## config.mk

```make
export PLATFORM = sky130hd
export DESIGN_NAME = set_bit_scanner16
export DESIGN_NICKNAME = d
export VERILOG_FILES = /design/src/rtl/set_bit_scanner16.sv
export SDC_FILE = /design/constraint.sdc
export NUM_CORES = 1
export LEC_CHECK = 0
export ABC_AREA = 0
export CORE_UTILIZATION = 48
export DETAILED_ROUTE_END_ITERATION = 10
export HOLD_SLACK_MARGIN = 0.05
export PLACE_DENSITY_LB_ADDON = 0.3
export SYNTH_ARGS = -nofsm -noshare
export SYNTH_HDL_FRONTEND = slang
export SYNTH_SLANG_ARGS = --single-unit
```

## constraint.sdc

```tcl
create_clock -name clk -period 1.9 [get_ports clk]
set_input_delay 0.475 -clock clk [delete_from_list [all_inputs] [get_ports clk]]
set_output_delay 0.475 -clock clk [all_outputs]
set_load 0.02 [all_outputs]
```

## src/rtl/set_bit_scanner16.sv

```systemverilog
// Expands a captured mask word into a stream of set-bit indices, one per beat, plus any-set/popcount.
// Latency 1 cycle capture->first beat; stalls hold all outputs, in_ready only in IDLE (no overlap).
module set_bit_scanner16 #(
  parameter int WIDTH     = 16,
  parameter int IDX_W     = 4,
  parameter bit LSB_FIRST = 1'b1
) (
  input  logic             clk,
  input  logic             rst_n,
  input  logic             in_valid,
  output logic             in_ready,
  input  logic [WIDTH-1:0] in_data,
  output logic             out_valid,
  input  logic             out_ready,
  output logic [IDX_W-1:0] out_index,
  output logic             out_last,
  output logic             out_none,
  output logic             any_set,
  output logic [IDX_W:0]   pop_count
);

  typedef enum logic {
    IDLE = 1'b0,
    EMIT = 1'b1
  } state_t;

  state_t           state_q, state_d;
  logic [WIDTH-1:0] mask_q, mask_d;
  logic             none_q, none_d;
  logic             any_q, any_d;
  logic [IDX_W:0]   pop_q, pop_d;

  logic [WIDTH-1:0] sel;
  logic [WIDTH-1:0] rest;
  logic [IDX_W-1:0] idx;
  logic [IDX_W:0]   pop_in;
  logic             single;
  logic             emitting;

  // Priority pick of the next bit; the last hit in loop order wins.
  always_comb begin
    idx = '0;
    sel = '0;
    if (LSB_FIRST) begin
      for (int i = WIDTH - 1; i >= 0; i--) begin
        if (mask_q[i]) begin
          idx    = IDX_W'(i);
          sel    = '0;
          sel[i] = 1'b1;
        end
      end
    end else begin
      for (int i = 0; i < WIDTH; i++) begin
        if (mask_q[i]) begin
          idx    = IDX_W'(i);
          sel    = '0;
          sel[i] = 1'b1;
        end
      end
    end
  end

  assign rest   = mask_q & ~sel;
  assign single = (|mask_q) & ~(|rest);

  always_comb begin
    pop_in = '0;
    for (int i = 0; i < WIDTH; i++) begin
      pop_in = pop_in + (IDX_W + 1)'(in_data[i]);
    end
  end

  assign emitting  = (state_q == EMIT);
  assign in_ready  = (state_q == IDLE);
  assign out_valid = emitting;
  assign out_index = emitting ? idx : '0;
  assign out_none  = emitting & none_q;
  assign out_last  = emitting & (none_q | single);
  assign any_set   = any_q;
  assign pop_count = pop_q;

  always_comb begin
    state_d = state_q;
    mask_d  = mask_q;
    none_d  = none_q;
    any_d   = any_q;
    pop_d   = pop_q;
    case (state_q)
      IDLE: begin
        // in_data is only looked at on a handshake, so idle X never reaches state.
        if (in_valid) begin
          mask_d  = in_data;
          none_d  = ~(|in_data);
          any_d   = |in_data;
          pop_d   = pop_in;
          state_d = EMIT;
        end
      end
      EMIT: begin
        if (out_ready) begin
          mask_d = rest;
          if (out_last) state_d = IDLE;
        end
      end
      default: state_d = IDLE;
    endcase
  end

  always_ff @(posedge clk or negedge rst_n) begin
    if (!rst_n) begin
      state_q <= IDLE;
      mask_q  <= '0;
      none_q  <= 1'b0;
      any_q   <= 1'b0;
      pop_q   <= '0;
    end else begin
      state_q <= state_d;
      mask_q  <= mask_d;
      none_q  <= none_d;
      any_q   <= any_d;
      pop_q   <= pop_d;
    end
  end

endmodule

```

Word-level counts from Yosys, hierarchy flattened
Cells that the tools add are included.

storage, ports and cells
  bits in registers = 24
  input bits = 20
  output and inout bits = 14
  logic and storage cells = 76

cells by class
  add/subtract/negate cells = 15
  equal/unequal tests = 2
  multiplexer cells = 40
  bitwise gates (word level) = 9
  reduce and logical (&&, ||, !) cells = 5

operators by type and width
  operator              number
  $mux W16              18
  $mux W4               17
  $add A5 B1 Y5         11
  $reduce_or A16 Y1     3
  $pmux W16 S2          1
  $and A16 B16 Y16      1
  $not A16 Y16          1
  $add A4 B1 Y5         1
  $add A3 B1 Y4         1
  $ne A2 B2 Y1 const B  2
  $reduce_and A2 Y1     2
  $add A2 B1 Y3         1
  $and A1 B1 Y1         3
  $mux W1               3
  $not A1 Y1            3
  $add A1 B1 Y2         1
  $pmux W1 S2           1
  $or A1 B1 Y1          1

Logic depth before layout (Yosys ltp)
Gate-level depths: netlist of run 1.

  depth in word-level cells = 26
  depth in mapped cells = 13

Worst setup path after synthesis of run 1
Ideal clock, no wire load.

  path type = input -> register
  start = in in_data[5]
  end = reg pop_q[4], in the netlist pop_count[4]
  setup time = 0.083 ns
  arrival = 3.380 ns
  data required time = 1.817 ns
  path slack = -1.563 ns
  cell stages on the path = 12
  path buffers = 0
  cells stage by stage = inv_1 -> fa_1 -> fa_1 -> fa_1 -> fa_1 -> inv_1 -> ha_1 -> inv_1 -> fa_1 -> nor2b_1 -> o21ai_0 -> o21ai_0

between the ends
  longest elaborated chain between the ends = 11

RTL lines
  item                          RTL line  source
  start, declared               12        input logic [WIDTH-1:0] in_data,
  $add A5 B1 Y5 (11 in series)  69        pop_in = pop_in + (IDX_W + 1)'(in_data[i]);
  end signal, assigned          121       pop_q <= pop_d;
  end, declared                 31        logic [IDX_W:0] pop_q, pop_d;

No other way between the ends.
A chain may end at the register's enable or synchronous reset.

Worst setup path in the final report of run 1
  start = in in_data[9]
  end = reg pop_q[1], in the netlist pop_count[1]

between the ends
  longest elaborated chain between the ends = 7

RTL lines
  item                         RTL line
  $add A5 B1 Y5 (7 in series)  69

No other way between the ends.

==> results.sh, run 1 <==
export IMPL_grt_usage_pct=32.33
export IMPL_grt_max_degree=25
export IMPL_fmax_ghz=0.2973
export IMPL_grt_antenna_before_repair=0
export IMPL_synthDominantCellAreaShare_pct=30.91
export IMPL_maximum_clock_path_buffer_count=2
export IMPL_coreArea_um2=3771
export IMPL_ir_worst_vdd_mv=0.9103
export IMPL_path_cells="buf_2 > inv_2 > fa_1 > fa_2 > fa_2 > fa_1 > inv_2 > ha_4 > inv_2 > fa_2 > o21ai_2"
export IMPL_chipHeight_um=65.63
export IMPL_postSynth_asyncResetShare_pct=100.0
export IMPL_kind_of_cell_adding_the_most_delay_to_the_critical_path="adder cells"
export IMPL_timing_critical_path_arrival_ns=3.53
export IMPL_synth_edff_count=0
export IMPL_clock_tree_htree_level_count=1
export IMPL_cts_sinks=24
export IMPL_drtPass1Iterations=4
export IMPL_layout_drive_gt1_share_pct=43.13
export IMPL_setup_violations=11
export IMPL_cts_hold_buffers=0
export IMPL_status="finished with violations"
export IMPL_numPortBuffers=33
export IMPL_postLayoutSetupSlackWorst_ns=-1.463
export IMPL_cts_tree="built"
export IMPL_rsz0062_at_grt="yes"
export IMPL_drc=0
export IMPL_n_fill_cell=208
export IMPL_holdCritPathClass="flip-flop to flip-flop"
export IMPL_synth_seq_area_share_pct=30.91
export IMPL_initial_core_util_pct=51.53
export IMPL_finalCritPeriodShare_pct=177.0
export IMPL_dp_hpwl_mm=4.300
export IMPL_timing_hold_violations_final=0
export IMPL_flow_area_growth_from_synthesis_pct=56.41
export IMPL_maxCapViolCount=0
export IMPL_crit_buf_inv=4
export IMPL_layout_min_cycle_time_ns=3.363
export IMPL_avgViaCountPerCell=5.973
export IMPL_yosys_register_bits=24
export IMPL_grt_first_pass_wirelength_mm=10.41
export IMPL_finalNetCount=357
export IMPL_cts_inserted_buffers=3
export IMPL_timing_clock_skew_ns=0.008174
export IMPL_synthDominantAreaCellType="sky130_fd_sc_hd__dfrtp_1"
export IMPL_placement_cell_area_um2=2775
export IMPL_grt_overflow=0
export IMPL_io_pins=34
export IMPL_leakage_power_total_nw=1.492
export IMPL_critical_path_startpoint_type="primary input"
export IMPL_clock_tree_root_cell="sky130_fd_sc_hd__clkbuf_8"
export IMPL_crit_type="primary input to flip-flop"
export IMPL_die_area_um2=4307
export IMPL_synth_top_cells_by_area="sky130_fd_sc_hd__dfrtp_1, sky130_fd_sc_hd__fa_1, sky130_fd_sc_hd__mux2i_1, sky130_fd_sc_hd__o21ai_0, sky130_fd_sc_hd__inv_1"
export IMPL_timing_worst_slew_pin_value_ns=0.3951
export IMPL_pwr_density_cell_nw_per_um2=1766
export IMPL_violations="setup timing"
export IMPL_insertedDiodeCount=0
export IMPL_placement_rows=22
export IMPL_post_synthesis_cell_area_um2=1943
export IMPL_synth_cell_type_count=42
export IMPL_crit_slowest_cell="sky130_fd_sc_hd__fa_1"
export IMPL_postSynthCellCount=221
export IMPL_drt_wirelength_per_cell_um=18.28
export IMPL_timing_critical_path_slowest_cell_delay_ns=0.56
export IMPL_dr_first_iter_drc_count=217
export IMPL_yosys_warnings=0
export IMPL_die_width_um=65.63
export IMPL_power_total_w=0.005366
export IMPL_synth_flop_cell="sky130_fd_sc_hd__dfrtp_1"
export IMPL_critical_path_endpoint_type="flip-flop"
export IMPL_timing_max_transition_violations_final=0
export IMPL_finalInstanceArea_um2=3039
export IMPL_mostFrequentLayoutCells="sky130_fd_sc_hd__buf_4, sky130_fd_sc_hd__dfrtp_1, sky130_fd_sc_hd__inv_1, sky130_fd_sc_hd__nand2_1, sky130_fd_sc_hd__clkdlybuf4s50_1"
export IMPL_num_vias=2198
export IMPL_worstPathMaxFanout=2
export IMPL_drt_total_wl_mm=6.727
export IMPL_clk_insertion_delay_late_ns=0.27
export IMPL_first_global_vias=2135
export IMPL_relSlewSlack_pct=73.46
export IMPL_layout_cells_most_common="sky130_fd_sc_hd__buf_4"
export IMPL_synth_fp_nets=257
export IMPL_routabilityCongestion=0.9092
export IMPL_postSynthAreaPerCell_um2=8.792
export IMPL_postRouteAntennaNets=0
export IMPL_worstPathRequired_ns=2.07
export IMPL_worst_setup_hold_path_clk_slew_ns=0.10
-- sequential cells by signal, indices dropped and copies added (netlist names) --
name,count
pop_count,5
mask_q,16
none_q,1
any_set,1
out_valid,1
-- metal layers --
metal  up-vias  routed length (um)  track usage (%)
li1        977                   -                -
met1      1079                2613            41.42
met2       114                3407            53.57
met3        28                 463            6.771
met4         0                 242            11.14
met5         -                   0                0
-- logic make-up after synthesis --
| family | after synthesis | share of synthesized area, % |
|---|---|---|
| buffers and inverters | 37 | 7.727 |
| DFF | 24 | 30.91 |
| adders and majority gates | 17 | 14.75 |
| and+or+nand+nor | 71 | 20.09 |
| xor gates and xnor gates | 3 | 1.352 |
| AOI/OAI and AO/OA | 57 | 19.00 |
| muxes | 12 | 6.182 |
-- what timing repair did --
action,CTS,global route
pin swaps,16,21
endpoints found under the setup margin,16,16
setup buffers,4,7
resized for setup,100,25
gates cloned,0,0
-- report_power, final --
group	switching, W	total (W)	internal, W	leakage (nW)
logic	0.00197	0.00402	0.00205	1.15
clock network	0.000179	0.000460	0.000282	0.0357
registers	0.000197	0.000886	0.000690	0.305
total	0.00234	0.00537	0.00302	1.49
-- metrics by stage --
| step | hold slack, ns | setup slack, ns | utilization [%] | cells | setup TNS, ns |
|---|---|---|---|---|---|
| 4_1_cts | 0.5041 | -1.444 | 77.57 | 361 | -8.174 |
| 5_1_grt | 0.5416 | -1.529 | 80.59 | 368 | -9.550 |
| 6_report | 0.5105 | -1.463 | 80.59 | 368 | -8.668 |
| 2_1_floorplan | 0.1794 | -1.484 | - | 221 | -7.101 |
| 3_3_place_gp | 0.4611 | -2.087 | 73.59 | 353 | -12.75 |
| 3_5_place_dp | 0.4820 | -2.112 | 73.59 | 353 | -13.10 |
-- worst register-to-register path: cells and delay by family (launching register included) --
family	cells	cell delay, ns
compound gates	2	0.42
flops	1	0.44
simple gates	4	1.02
-- synthesized netlist by cell type, types with 4 or more instances --
master and n:
sky130_fd_sc_hd__dfrtp_1 24, sky130_fd_sc_hd__inv_1 24, sky130_fd_sc_hd__o21ai_0 24, sky130_fd_sc_hd__nand2_1 20, sky130_fd_sc_hd__mux2i_1 12, sky130_fd_sc_hd__nor2_1 12
sky130_fd_sc_hd__fa_1 10, sky130_fd_sc_hd__clkbuf_1 9, sky130_fd_sc_hd__a21oi_1 7, sky130_fd_sc_hd__ha_1 6, sky130_fd_sc_hd__nor2b_1 6, sky130_fd_sc_hd__nand3_1 5
sky130_fd_sc_hd__nor3_1 5, sky130_fd_sc_hd__o211ai_1 5, sky130_fd_sc_hd__nand2b_1 4, sky130_fd_sc_hd__nor4_1 4
-- cell type report --
type | count | area, um^2 | area share [%]
Multi-Input combinational cell | 160 | 1324 | 43.56
Sequential cell | 24 | 604.3 | 19.88
Inverter | 24 | 90.09 | 2.964
Timing Repair Buffer | 108 | 889.6 | 29.27
Tap cell | 48 | 60.06 | 1.976
Clock inverter | 1 | 30.03 | 0.9881
Clock buffer | 3 | 41.29 | 1.359
-- final timing paths --
path                                          startpoint  cells past startpoint                  endpoint  slack [ns]
worst max register to register     mask_q[4]$_DFFE_PN0P_                      6       out_valid$_DFF_PN0_       -0.09
max in group asynchronous                          rst_n                      2     mask_q[1]$_DFFE_PN0P_        1.08
min in group asynchronous                          rst_n                      2       any_set$_DFFE_PN0P_        0.56
worst min register to register  pop_count[3]$_DFFE_PN0P_                      2  pop_count[3]$_DFFE_PN0P_        0.51
worst max-delay path                          in_data[9]                     11  pop_count[1]$_DFFE_PN0P_       -1.46
worst min-delay path            pop_count[3]$_DFFE_PN0P_                      2  pop_count[3]$_DFFE_PN0P_        0.51
No activity file was read; power rests on OpenSTA's default activity.
==> run 2, diff against run 1 <==
--- a/config.mk
+++ b/config.mk
@@ -8,8 +8,10 @@
 export ABC_AREA = 0
 export CORE_UTILIZATION = 48
 export DETAILED_ROUTE_END_ITERATION = 10
+export GPL_TIMING_DRIVEN = 0
 export HOLD_SLACK_MARGIN = 0.05
 export PLACE_DENSITY_LB_ADDON = 0.3
+export SLEW_MARGIN = 20
 export SYNTH_ARGS = -nofsm -noshare
 export SYNTH_HDL_FRONTEND = slang
 export SYNTH_SLANG_ARGS = --single-unit
==> run 2 against run 1 <==
Net effect: the flow still finishes with violations (setup timing); cell count is 15% lower; non-clock buffer count down 53; sequential power rose by 7.0%; critical path depth is 2 higher; via count decreased by 16%; cell area decreased by 17%; sequential share of layout area is 4.1 points higher; die area unchanged; maximum frequency rose by 2.5%; global-route usage is 4.5 points lower; flip-flop and latch count is the same; register-to-register slack hardly changed; critical path type unchanged; critical endpoint is now pop_count[4]$_DFFE_PN0P_; largest cell class unchanged.
==> results.sh, run 2 (same netlist as run 1, synthesis figures left out) <==
export IMPL_leakage_power_total_nw=1.177
export IMPL_ir_worst_vdd_mv=0.9894
export IMPL_multiInputGateArea_um2=1251
export IMPL_critical_path_endpoint_type="flip-flop"
export IMPL_pwr_density_cell_nw_per_um2=1649
export IMPL_cts_inserted_buffers=3
export IMPL_crit_path_frequent_cell="sky130_fd_sc_hd__fa_2"
export IMPL_rsz0062_at_grt="yes"
export IMPL_path_cells="buf_8 > fa_1 > inv_2 > fa_2 > fa_2 > fa_2 > inv_2 > ha_4 > inv_2 > fa_2 > nor2b_1 > o21ai_1 > o21ai_1"
export IMPL_timing_hold_violations_final=0
export IMPL_die_area_um2=4307
export IMPL_insertedDiodeCount=0
export IMPL_timing_critical_path_slowest_cell_delay_ns=0.56
export IMPL_violations="setup timing"
export IMPL_initial_core_util_pct=51.53
export IMPL_setup_violations=13
export IMPL_drt_total_wl_mm=5.356
export IMPL_layout_min_cycle_time_ns=3.281
export IMPL_registers_top_by_ff_count="mask_q"
export IMPL_io_pins=34
export IMPL_maxCapViolCount=0
export IMPL_worstPathMaxFanout=2
export IMPL_reg2reg_setup_slack_ns=-0.10
export IMPL_first_global_vias=1850
export IMPL_n_fill_cell=317
export IMPL_worst_r2r_endpoint="out_valid$_DFF_PN0_"
export IMPL_postRouteAntennaNets=0
export IMPL_timing_worst_slew_pin_value_ns=0.5473
export IMPL_grt_overflow=0
export IMPL_num_vias=1846
export IMPL_drtPass1Iterations=4
export IMPL_worstPathRequired_ns=2.10
export IMPL_drt_wirelength_per_cell_um=17.06
export IMPL_avgViaCountPerCell=5.879
export IMPL_grt_antenna_before_repair=0
export IMPL_die_width_um=65.63
export IMPL_clock_tree_root_cell="sky130_fd_sc_hd__clkbuf_8"
export IMPL_placement_rows=22
export IMPL_routabilityCongestion=0.9059
export IMPL_grt_first_pass_wirelength_mm=9.011
export IMPL_coreArea_um2=3771
export IMPL_fmax_ghz=0.3048
export IMPL_clock_tree_htree_level_count=1
export IMPL_holdCritPathClass="primary input to async pin"
export IMPL_layout_cells_most_common="sky130_fd_sc_hd__dfrtp_1"
export IMPL_kind_of_cell_adding_the_most_delay_to_the_critical_path="adder cells"
export IMPL_finalInstanceArea_um2=2530
export IMPL_dp_hpwl_mm=3.905
export IMPL_finalCritPeriodShare_pct=172.7
export IMPL_regToRegStartpoint="mask_q[5]$_DFFE_PN0P_"
export IMPL_mostFrequentLayoutCells="sky130_fd_sc_hd__dfrtp_1, sky130_fd_sc_hd__nand2_1, sky130_fd_sc_hd__inv_1, sky130_fd_sc_hd__o21ai_0, sky130_fd_sc_hd__clkdlybuf4s50_1"
export IMPL_numPortBuffers=32
export IMPL_register_area_um2=606.8
export IMPL_postLayoutSetupSlackWorst_ns=-1.381
export IMPL_flow_area_growth_from_synthesis_pct=30.20
export IMPL_chipHeight_um=65.63
export IMPL_grt_usage_pct=27.86
export IMPL_placement_cell_area_um2=2347
export IMPL_maximum_clock_path_buffer_count=2
export IMPL_setup_tns_final_ns=-9.723
export IMPL_crit_type="primary input to flip-flop"
export IMPL_timing_critical_path_arrival_ns=3.48
export IMPL_critical_path_startpoint_type="primary input"
export IMPL_clk_insertion_delay_late_ns=0.26
export IMPL_largest_reg_flops=16
export IMPL_status="finished with violations"
export IMPL_finalNetCount=304
export IMPL_dr_first_iter_drc_count=177
export IMPL_r2r_cells=8
export IMPL_worst_setup_hold_path_clk_slew_ns=0.08
export IMPL_cts_tree="built"
export IMPL_grt_max_degree=25
export IMPL_crit_buf_inv=4
export IMPL_relSlewSlack_pct=63.51
export IMPL_crit_slowest_cell="sky130_fd_sc_hd__fa_2"
export IMPL_drc=0
export IMPL_cts_sinks=24
export IMPL_timing_clock_skew_ns=0.002454
export IMPL_timing_max_transition_violations_final=0
export IMPL_cts_hold_buffers=0
export IMPL_layout_drive_gt1_share_pct=25.19
-- run 2: cell type report --
cell class	count	share of cell area, %
buffer	11	2.819
timing repair buffer	44	16.07
tap	48	2.374
inverter	24	3.660
sequential	24	23.99
clock buffer	3	1.632
multi-input combinational	160	49.46
-- run 2: report_power, final --
part / total [W] / leakage (nW) / internal, W / switching (W)
clock: 0.000300 / 0.0216 / 0.000142 / 0.000159
combinational: 0.00292 / 0.851 / 0.00139 / 0.00154
sequential: 0.000948 / 0.304 / 0.000692 / 0.000256
total: 0.00417 / 1.18 / 0.00222 / 0.00195
-- run 2: worst reg2reg max path, stage by stage, from the launching register on --
cell	delay, ns
sky130_fd_sc_hd__dfrtp_1	0.53
sky130_fd_sc_hd__nor4_4	0.09
sky130_fd_sc_hd__buf_4	0.17
sky130_fd_sc_hd__buf_4	0.13
sky130_fd_sc_hd__and4b_1	0.17
sky130_fd_sc_hd__o31ai_1	0.27
sky130_fd_sc_hd__nand4_1	0.21
sky130_fd_sc_hd__nor2b_1	0.18
sky130_fd_sc_hd__o22a_1	0.15
-- run 2: how the worst max path moves through the flow --
stage               slack [ns]                        to  cells past startpoint        start
CTS                      -1.46  pop_count[4]$_DFFE_PN0P_                     13  in_data[15]
global route             -1.51  pop_count[4]$_DFFE_PN0P_                     13   in_data[0]
floorplan                -1.48  pop_count[3]$_DFFE_PN0P_                     11   in_data[5]
finish                   -1.38  pop_count[4]$_DFFE_PN0P_                     13   in_data[0]
global placement         -2.17  pop_count[3]$_DFFE_PN0P_                     12   in_data[7]
detailed placement       -2.20  pop_count[4]$_DFFE_PN0P_                     13   in_data[7]
-- run 2: timing repair --
| item | CTS | global route |
|---|---|---|
| pin swaps | 22 | 9 |
| endpoints found under the hold margin | 0 | 0 |
| setup endpoints to repair | 16 | 15 |
| setup buffers | 10 | 2 |
| gates resized for setup | 92 | 11 |
-- run 2: routing by layer --
metal	up-vias	track usage [%]	routed length, um
li1	869	-	-
met1	907	37.65	2367
met2	58	44.01	2652
met3	12	4.688	205
met4	0	11.14	130
met5	-	0	0
-- run 2: stage by stage --
stage | power [W] | worst slack, ns | util [%] | hold slack (ns) | instances
final | 0.004172 | -1.381 | 67.09 | 0.1854 | 314
after global routing | 0.004502 | -1.511 | 67.09 | 0.2118 | 314
after CTS | 0.004094 | -1.459 | 66.39 | 0.4917 | 312
after detailed placement | 0.003505 | -2.198 | 62.24 | 0.4690 | 301
after global placement | 0.003434 | -2.172 | 62.24 | 0.4603 | 301
after floorplan | 0.002667 | -1.484 | - | 0.1794 | 221
==> run 3, diff against run 2 <==
--- a/config.mk
+++ b/config.mk
@@ -7,6 +7,7 @@
 export LEC_CHECK = 0
 export ABC_AREA = 0
 export CORE_UTILIZATION = 48
+export CTS_CLUSTER_DIAMETER = 60
 export DETAILED_ROUTE_END_ITERATION = 10
 export GPL_TIMING_DRIVEN = 0
 export HOLD_SLACK_MARGIN = 0.05
==> results of run 3 <==
No change in the layout: final DEF, timing and power equal those of run 2.
